--- src/rtl/lsu_bus_master_pkg.sv ---
// Shared bus types for the LSU bus master: transfer size/type and the LSU FSM state.
package lsu_bus_master_pkg;

  typedef enum logic [1:0] {
    BYTE     = 2'd0,
    HALFWORD = 2'd1,
    WORD     = 2'd2
  } tsize_t;

  typedef enum logic {
    READ  = 1'b0,
    WRITE = 1'b1
  } ttype_t;

  typedef enum logic [1:0] {
    StIdle,
    StStart,
    StWait,
    StResp
  } lsu_state_t;

  // Encoding 2'd3 is not a transfer size the bus understands.
  function automatic logic size_legal(tsize_t size);
    return (size == BYTE) || (size == HALFWORD) || (size == WORD);
  endfunction

endpackage

--- src/rtl/master_bus_if.sv ---
// Simple request/done system bus between an initiator and a memory-side responder.
interface master_bus_if;
  import lsu_bus_master_pkg::*;

  logic        ss;
  logic        bstart;
  logic [31:0] addr;
  logic [31:0] wdata;
  tsize_t      tsize;
  ttype_t      ttype;
  logic        bdone;
  logic [31:0] rdata;

  modport master (
    output ss, bstart, addr, wdata, tsize, ttype,
    input  bdone, rdata
  );

  modport slave (
    input  ss, bstart, addr, wdata, tsize, ttype,
    output bdone, rdata
  );

endinterface

--- src/rtl/lsu_align.sv ---
// Combinational data alignment: store lane placement, access legality and load extension.
module lsu_align
  import lsu_bus_master_pkg::*;
(
  input  tsize_t      st_size,
  input  logic [1:0]  st_addr_lo,
  input  logic [31:0] st_data,
  output logic [31:0] lane_wdata,
  output logic        bad_access,
  input  tsize_t      ld_size,
  input  logic        ld_signed,
  input  logic [31:0] ld_rdata,
  output logic [31:0] ld_data
);

  always_comb begin
    lane_wdata = st_data;
    bad_access = !size_legal(st_size);
    case (st_size)
      BYTE:     lane_wdata = {4{st_data[7:0]}};
      HALFWORD: begin
        lane_wdata = {2{st_data[15:0]}};
        bad_access = st_addr_lo[0];
      end
      WORD:     bad_access = |st_addr_lo;
      default:  ;
    endcase
  end

  // Load data arrives right-justified regardless of address.
  always_comb begin
    ld_data = ld_rdata;
    case (ld_size)
      BYTE:     ld_data = {{24{ld_signed & ld_rdata[7]}}, ld_rdata[7:0]};
      HALFWORD: ld_data = {{16{ld_signed & ld_rdata[15]}}, ld_rdata[15:0]};
      default:  ;
    endcase
  end

endmodule

--- src/rtl/lsu_bus_master.sv ---
// LSU bus master: one outstanding load/store, START/WAIT handshake on master_bus_if.
// Optional WAIT timeout abort enabled by defining LSU_TIMEOUT_EN.
module lsu_bus_master
  import lsu_bus_master_pkg::*;
#(
  parameter int unsigned TIMEOUT_CYCLES = 255
) (
  input  logic         clk,
  input  logic         rst_n,
  master_bus_if.master bus,
  input  logic         req_valid,
  output logic         req_ready,
  input  logic [31:0]  req_addr,
  input  logic         req_we,
  input  tsize_t       req_size,
  input  logic         req_signed,
  input  logic [31:0]  req_wdata,
  output logic         resp_valid,
  output logic [31:0]  resp_rdata,
  output logic         resp_err
);

  lsu_state_t  state_q, state_d;
  logic [31:0] addr_q, wdata_q, rdata_q;
  tsize_t      size_q;
  logic        we_q, signed_q, err_q;

  logic [31:0] lane_wdata, ld_data;
  logic        bad_access, accept, timeout_hit;
  logic        ss, bstart;

  lsu_align u_align (
    .st_size    (req_size),
    .st_addr_lo (req_addr[1:0]),
    .st_data    (req_wdata),
    .lane_wdata (lane_wdata),
    .bad_access (bad_access),
    .ld_size    (size_q),
    .ld_signed  (signed_q),
    .ld_rdata   (bus.rdata),
    .ld_data    (ld_data)
  );

`ifdef LSU_TIMEOUT_EN
  localparam int unsigned CntW = (TIMEOUT_CYCLES < 2) ? 1 : $clog2(TIMEOUT_CYCLES);
  logic [CntW-1:0] cnt_q;

  // Counts completed WAIT cycles; the limit cycle is the TIMEOUT_CYCLES-th one.
  always_ff @(posedge clk or negedge rst_n) begin
    if (!rst_n) begin
      cnt_q <= '0;
    end else if (state_q != StWait) begin
      cnt_q <= '0;
    end else begin
      cnt_q <= cnt_q + 1'b1;
    end
  end

  assign timeout_hit = (cnt_q == CntW'(TIMEOUT_CYCLES - 1));
`else
  logic unused_timeout;
  assign unused_timeout = ^TIMEOUT_CYCLES;
  assign timeout_hit    = 1'b0;
`endif

  assign accept = (state_q == StIdle) && req_valid;

  always_ff @(posedge clk or negedge rst_n) begin
    if (!rst_n) begin
      state_q <= StIdle;
    end else begin
      state_q <= state_d;
    end
  end

  always_comb begin
    state_d    = state_q;
    ss         = 1'b0;
    bstart     = 1'b0;
    req_ready  = 1'b0;
    resp_valid = 1'b0;
    unique case (state_q)
      StIdle: begin
        req_ready = 1'b1;
        if (req_valid) state_d = bad_access ? StResp : StStart;
      end
      StStart: begin
        ss      = 1'b1;
        bstart  = 1'b1;
        state_d = StWait;
      end
      StWait: begin
        ss = 1'b1;
        if (bus.bdone || timeout_hit) state_d = StResp;
      end
      StResp: begin
        resp_valid = 1'b1;
        state_d    = StIdle;
      end
      default: state_d = StIdle;
    endcase
  end

  always_ff @(posedge clk or negedge rst_n) begin
    if (!rst_n) begin
      addr_q   <= '0;
      wdata_q  <= '0;
      rdata_q  <= '0;
      size_q   <= BYTE;
      we_q     <= 1'b0;
      signed_q <= 1'b0;
      err_q    <= 1'b0;
    end else if (accept) begin
      addr_q   <= req_addr;
      wdata_q  <= lane_wdata;
      rdata_q  <= '0;
      size_q   <= req_size;
      we_q     <= req_we;
      signed_q <= req_signed;
      err_q    <= bad_access;
    end else if (state_q == StWait) begin
      // bdone on the limit cycle completes normally rather than timing out.
      if (bus.bdone) begin
        rdata_q <= we_q ? 32'h0 : ld_data;
      end else if (timeout_hit) begin
        rdata_q <= '0;
        err_q   <= 1'b1;
      end
    end
  end

  assign resp_rdata = resp_valid ? rdata_q : 32'h0;
  assign resp_err   = resp_valid & err_q;

  assign bus.ss     = ss;
  assign bus.bstart = bstart;
  assign bus.addr   = addr_q;
  assign bus.wdata  = wdata_q;
  assign bus.tsize  = size_q;
  assign bus.ttype  = we_q ? WRITE : READ;

endmodule

--- src/flat_wrapper.sv ---
// flat-port wrapper written by rule: the top's interface ports become plain ports
module lsu_bus_master_flat import lsu_bus_master_pkg::*;
#(
  parameter int unsigned TIMEOUT_CYCLES = 255
)
  (clk, rst_n, req_valid, req_ready, req_addr, req_we, req_size, req_signed, req_wdata, resp_valid, resp_rdata, resp_err, bus_ss, bus_bstart, bus_addr, bus_wdata, bus_tsize, bus_ttype, bus_bdone, bus_rdata);
  master_bus_if bus_i ();
  input  logic clk;
  input  logic rst_n;
  input  logic req_valid;
  output logic req_ready;
  input  logic [31:0] req_addr;
  input  logic req_we;
  input  tsize_t req_size;
  input  logic req_signed;
  input  logic [31:0] req_wdata;
  output logic resp_valid;
  output logic [31:0] resp_rdata;
  output logic resp_err;
  output wire logic [$bits(bus_i.ss)-1:0] bus_ss;
  output wire logic [$bits(bus_i.bstart)-1:0] bus_bstart;
  output wire logic [$bits(bus_i.addr)-1:0] bus_addr;
  output wire logic [$bits(bus_i.wdata)-1:0] bus_wdata;
  output wire logic [$bits(bus_i.tsize)-1:0] bus_tsize;
  output wire logic [$bits(bus_i.ttype)-1:0] bus_ttype;
  input wire logic [$bits(bus_i.bdone)-1:0] bus_bdone;
  input wire logic [$bits(bus_i.rdata)-1:0] bus_rdata;
  assign bus_ss = bus_i.ss;
  assign bus_bstart = bus_i.bstart;
  assign bus_addr = bus_i.addr;
  assign bus_wdata = bus_i.wdata;
  assign bus_tsize = bus_i.tsize;
  assign bus_ttype = bus_i.ttype;
  assign bus_i.bdone = bus_bdone;
  assign bus_i.rdata = bus_rdata;
  lsu_bus_master #(.TIMEOUT_CYCLES(TIMEOUT_CYCLES)) u_core (.clk(clk), .rst_n(rst_n), .bus(bus_i), .req_valid(req_valid), .req_ready(req_ready), .req_addr(req_addr), .req_we(req_we), .req_size(req_size), .req_signed(req_signed), .req_wdata(req_wdata), .resp_valid(resp_valid), .resp_rdata(resp_rdata), .resp_err(resp_err));
endmodule
--- config.mk ---
export PLATFORM = sky130hd
export DESIGN_NAME = lsu_bus_master_flat
export DESIGN_NICKNAME = d
export VERILOG_FILES = /design/src/rtl/lsu_bus_master_pkg.sv /design/src/rtl/master_bus_if.sv /design/src/rtl/lsu_align.sv /design/src/rtl/lsu_bus_master.sv /design/src/flat_wrapper.sv
export SDC_FILE = /design/constraint.sdc
export NUM_CORES = 1
export LEC_CHECK = 0
export ABC_AREA = 1
export BUFFER_PORTS_ARGS = -buffer_cell sky130_fd_sc_hd__buf_2
export CORE_UTILIZATION = 51
export DETAILED_ROUTE_END_ITERATION = 6
export PLACE_DENSITY = 0.84
export SYNTH_ARGS = -nofsm -noshare
export SYNTH_HDL_FRONTEND = slang
export SYNTH_SLANG_ARGS = --single-unit
--- constraint.sdc ---
create_clock -name clk -period 3.3 [get_ports clk]
set_input_delay 0.495 -clock clk [delete_from_list [all_inputs] [get_ports clk]]
set_output_delay 0.495 -clock clk [all_outputs]
set_load 0.05 [all_outputs]
==> reports/qor.txt <==
Hold-fix buffers, CTS: 0
Crit Path Class: reg2out
crit-path max FO: 34
vias in the first global route: 4263
Sw Ratio: 54.0%
first-pass GRT wire length: 19.9 mm
Via-to-Cell Ratio: 4.89
clk sink count: 103
biggest area consumer among synthesized cells: dfrtp_1
number of setup buffers added after CTS: 0
Die Y: 99.0 um
endpoints failing setup: 0
Starting Density: 52.2%
drt total wl: 12.2 mm
Seq. cell area: 0.00258 mm^2
worst path arrival time: 1690 ps
#FFs+latches synth: 103
status: finished, final reports clean
setup_tns: 0 ps
delay of the slowest critical-path stage: 420 ps
library cells used by synthesis: 20
post-synth top area share: 53.7%
Slew Limit Headroom: 36.1%
DP HPWL: 8.78 mm
fin crit period: 2190 ps
H-tree levels: 3
CTS tree: yes
critical path, cell by cell: ha_1, buf_4, nand2_1, inv_1, buf_2
post-synthesis sequential area ratio: 53.7%
Buffers on Ports: 207
Psw: 3460 uW
largest net degree at the start of global routing: 77
Area contributors post-synth: dfrtp_1 54%, nand2_1 25%, nor2_1 4.4%
Vias: 4586
Num CTS Buffers: 9
Final nets: 934
CTS root buffer: clkbuf_8
DR WL/cell: 13.1 um
required time worst endpoint: 2800 ps
Synth Warn #: 0
Syn Std Cell Area: 0.00480 mm^2
synthesis-to-layout area growth: 26.2%
DRT iter0 DRCs: 150
Pre-Repair DR Iteration Count: 4
FMAX: 457 MHz
Lkg Pwr: 0.00387 uW
Syn Nets: 743
Worst VDD drop: 0.000676 V
P per Cell Area: 1060 mW/mm^2
hold crit path type: in2async
Die Wd: 99.0 um
Total Power: 6400 uW
Slowest cell on crit path: dfrtp_1
Clk Latency, worst-skew pair: 360 ps
Worst Skew: 15.0 ps
Slew @ Worst Pin: 958 ps
GP Congestion: 0.855
Max Cap Viol: 0
Comb pwr share: 53.8%
I/O pin count: 208
Resized cells post-CTS: 0
Clk pwr share: 12.5%
RSZ-0062 raised after global routing: no
gr usage total: 25.5%
CTS clock-pin slew for the worst setup and hold paths: 100 ps
Max clock buf depth: 2
endpoints failing hold: 0
Synth Instances: 630
crit path launch type: register
ANT nets after route: 0
footprint of the multi-input gates: 0.00187 mm^2
sequential share of power: 33.7%
DRC: 0
syn avg cell area: 7.62 um^2
crit path capture type: primary output
fin. max-slew vios: 0
grt ovf: 0
core area: 0.00920 mm^2
P_int: 2940 uW
fillers: 794
antenna violations before repair: 0
Die Area: 0.00980 mm^2
layout cells sized above 1: 28.3%
Antenna diodes: 0
period utilization: 66.3%
placement row count: 35
[routing by layer]
layer / up-vias / track usage (%) / part of all wire [%]
met3: 10 / 5.46 / 7.1
li1: 2277 / - / -
met4: 0 / 6.89 / 1.0
met2: 192 / 42.3 / 48
met5: - / 0 / 0
met1: 2107 / 34.2 / 44
[critical path: cells and delay by family, from the launching register on]
family                     cells  cell delay [ps]
and+or+nand+nor                1               90
adders and majority gates      1              160
DFF                            1              420
buffers and inverters          3              670
[flip-flops by register name (all words and copies together) (netlist names)]
name              flops
u_core.bus.addr      32
u_core.bus.wdata     32
u_core.rdata_q       32
u_core.bus.tsize      2
u_core.state_q        2
u_core.err_q          1
u_core.signed_q       1
u_core.we_q           1
[layout by cell type, fill, tap and decap left out, drive strengths merged]
cell type,count
a31oi,1
clkbuf,12
nand2,317
nor2,58
nand3,4
bufinv,1
dfrtp,103
clkinvlp,1
a21oi,18
buf,211
o21ai,40
inv,49
ha,9
clkinv,2
[through the flow]
stage                     hold slack, ps  area [um^2]  setup slack [ps]  util [%]  std cells
after floorplan                      199         4800              1050         -        630
after global placement               457         5850              1290      63.6        921
after detailed placement             459         5850              1160      63.6        921
after CTS                            158         6050              1090      65.8        937
after global routing                 176         6050               909      65.8        937
final                                144         6050              1110      65.8        937
[cells by family after synthesis]
family	synth area share [%]
AOI/OAI and AO/OA	6.18
adders and majority gates	2.35
buffers and inverters	7.27
DFF	53.7
and+or+nand+nor	30.5
[cell usage after synthesis]
library cell  number
inv_2              3
buf_1              1
buf_4              4
a31oi_1            1
nor2_4             2
o21ai_0           35
buf_2             15
ha_1               9
nor2_1            56
nand3_2            2
dfrtp_1          103
inv_1             46
nand2_2            1
nand2_4            1
buf_6              2
nand2_1          315
a21oi_1           18
clkbuf_1           9
o21ai_1            5
nand3_1            2
[cell type report]
| class | instances | area share [%] |
|---|---|---|
| Sequential cell | 103 | 42.6 |
| Multi-Input combinational cell | 447 | 30.9 |
| Timing Repair Buffer | 211 | 17.9 |
| Inverter | 49 | 3.04 |
| Clock buffer | 12 | 2.40 |
| Tap cell | 111 | 2.29 |
| Clock inverter | 4 | 0.909 |
[power by group through the flow]
stage          Combinational [uW]  Clock, uW  Sequential, uW
2_1_floorplan                1350          0            3440
3_3_place_gp                 3380          0            2140
3_5_place_dp                 3460          0            2170
4_1_cts                      3460        814            2150
5_1_grt                      3710        874            2220
6_report                     3440        798            2160
[worst paths after layout]
kind	start	depth (start not counted)	end	slack, ps
worst max-delay path	u_core.state_q[0]$_DFFE_PN0P_	5	resp_err	1110
worst min-delay path	rst_n	1	u_core.rdata_q[1]$_DFFE_PN0P_	140
worst max register to register	u_core.state_q[0]$_DFFE_PN0P_	8	u_core.bus.wdata[25]$_DFFE_PN0P_	1140
worst min register to register	u_core.bus.addr[11]$_DFFE_PN0P_	2	u_core.bus.addr[11]$_DFFE_PN0P_	480
max in group asynchronous	rst_n	2	u_core.bus.addr[0]$_DFFE_PN0P_	2420
min in group clk	req_addr[28]	3	u_core.bus.addr[28]$_DFFE_PN0P_	320
(Power assumes the default switching activity.)
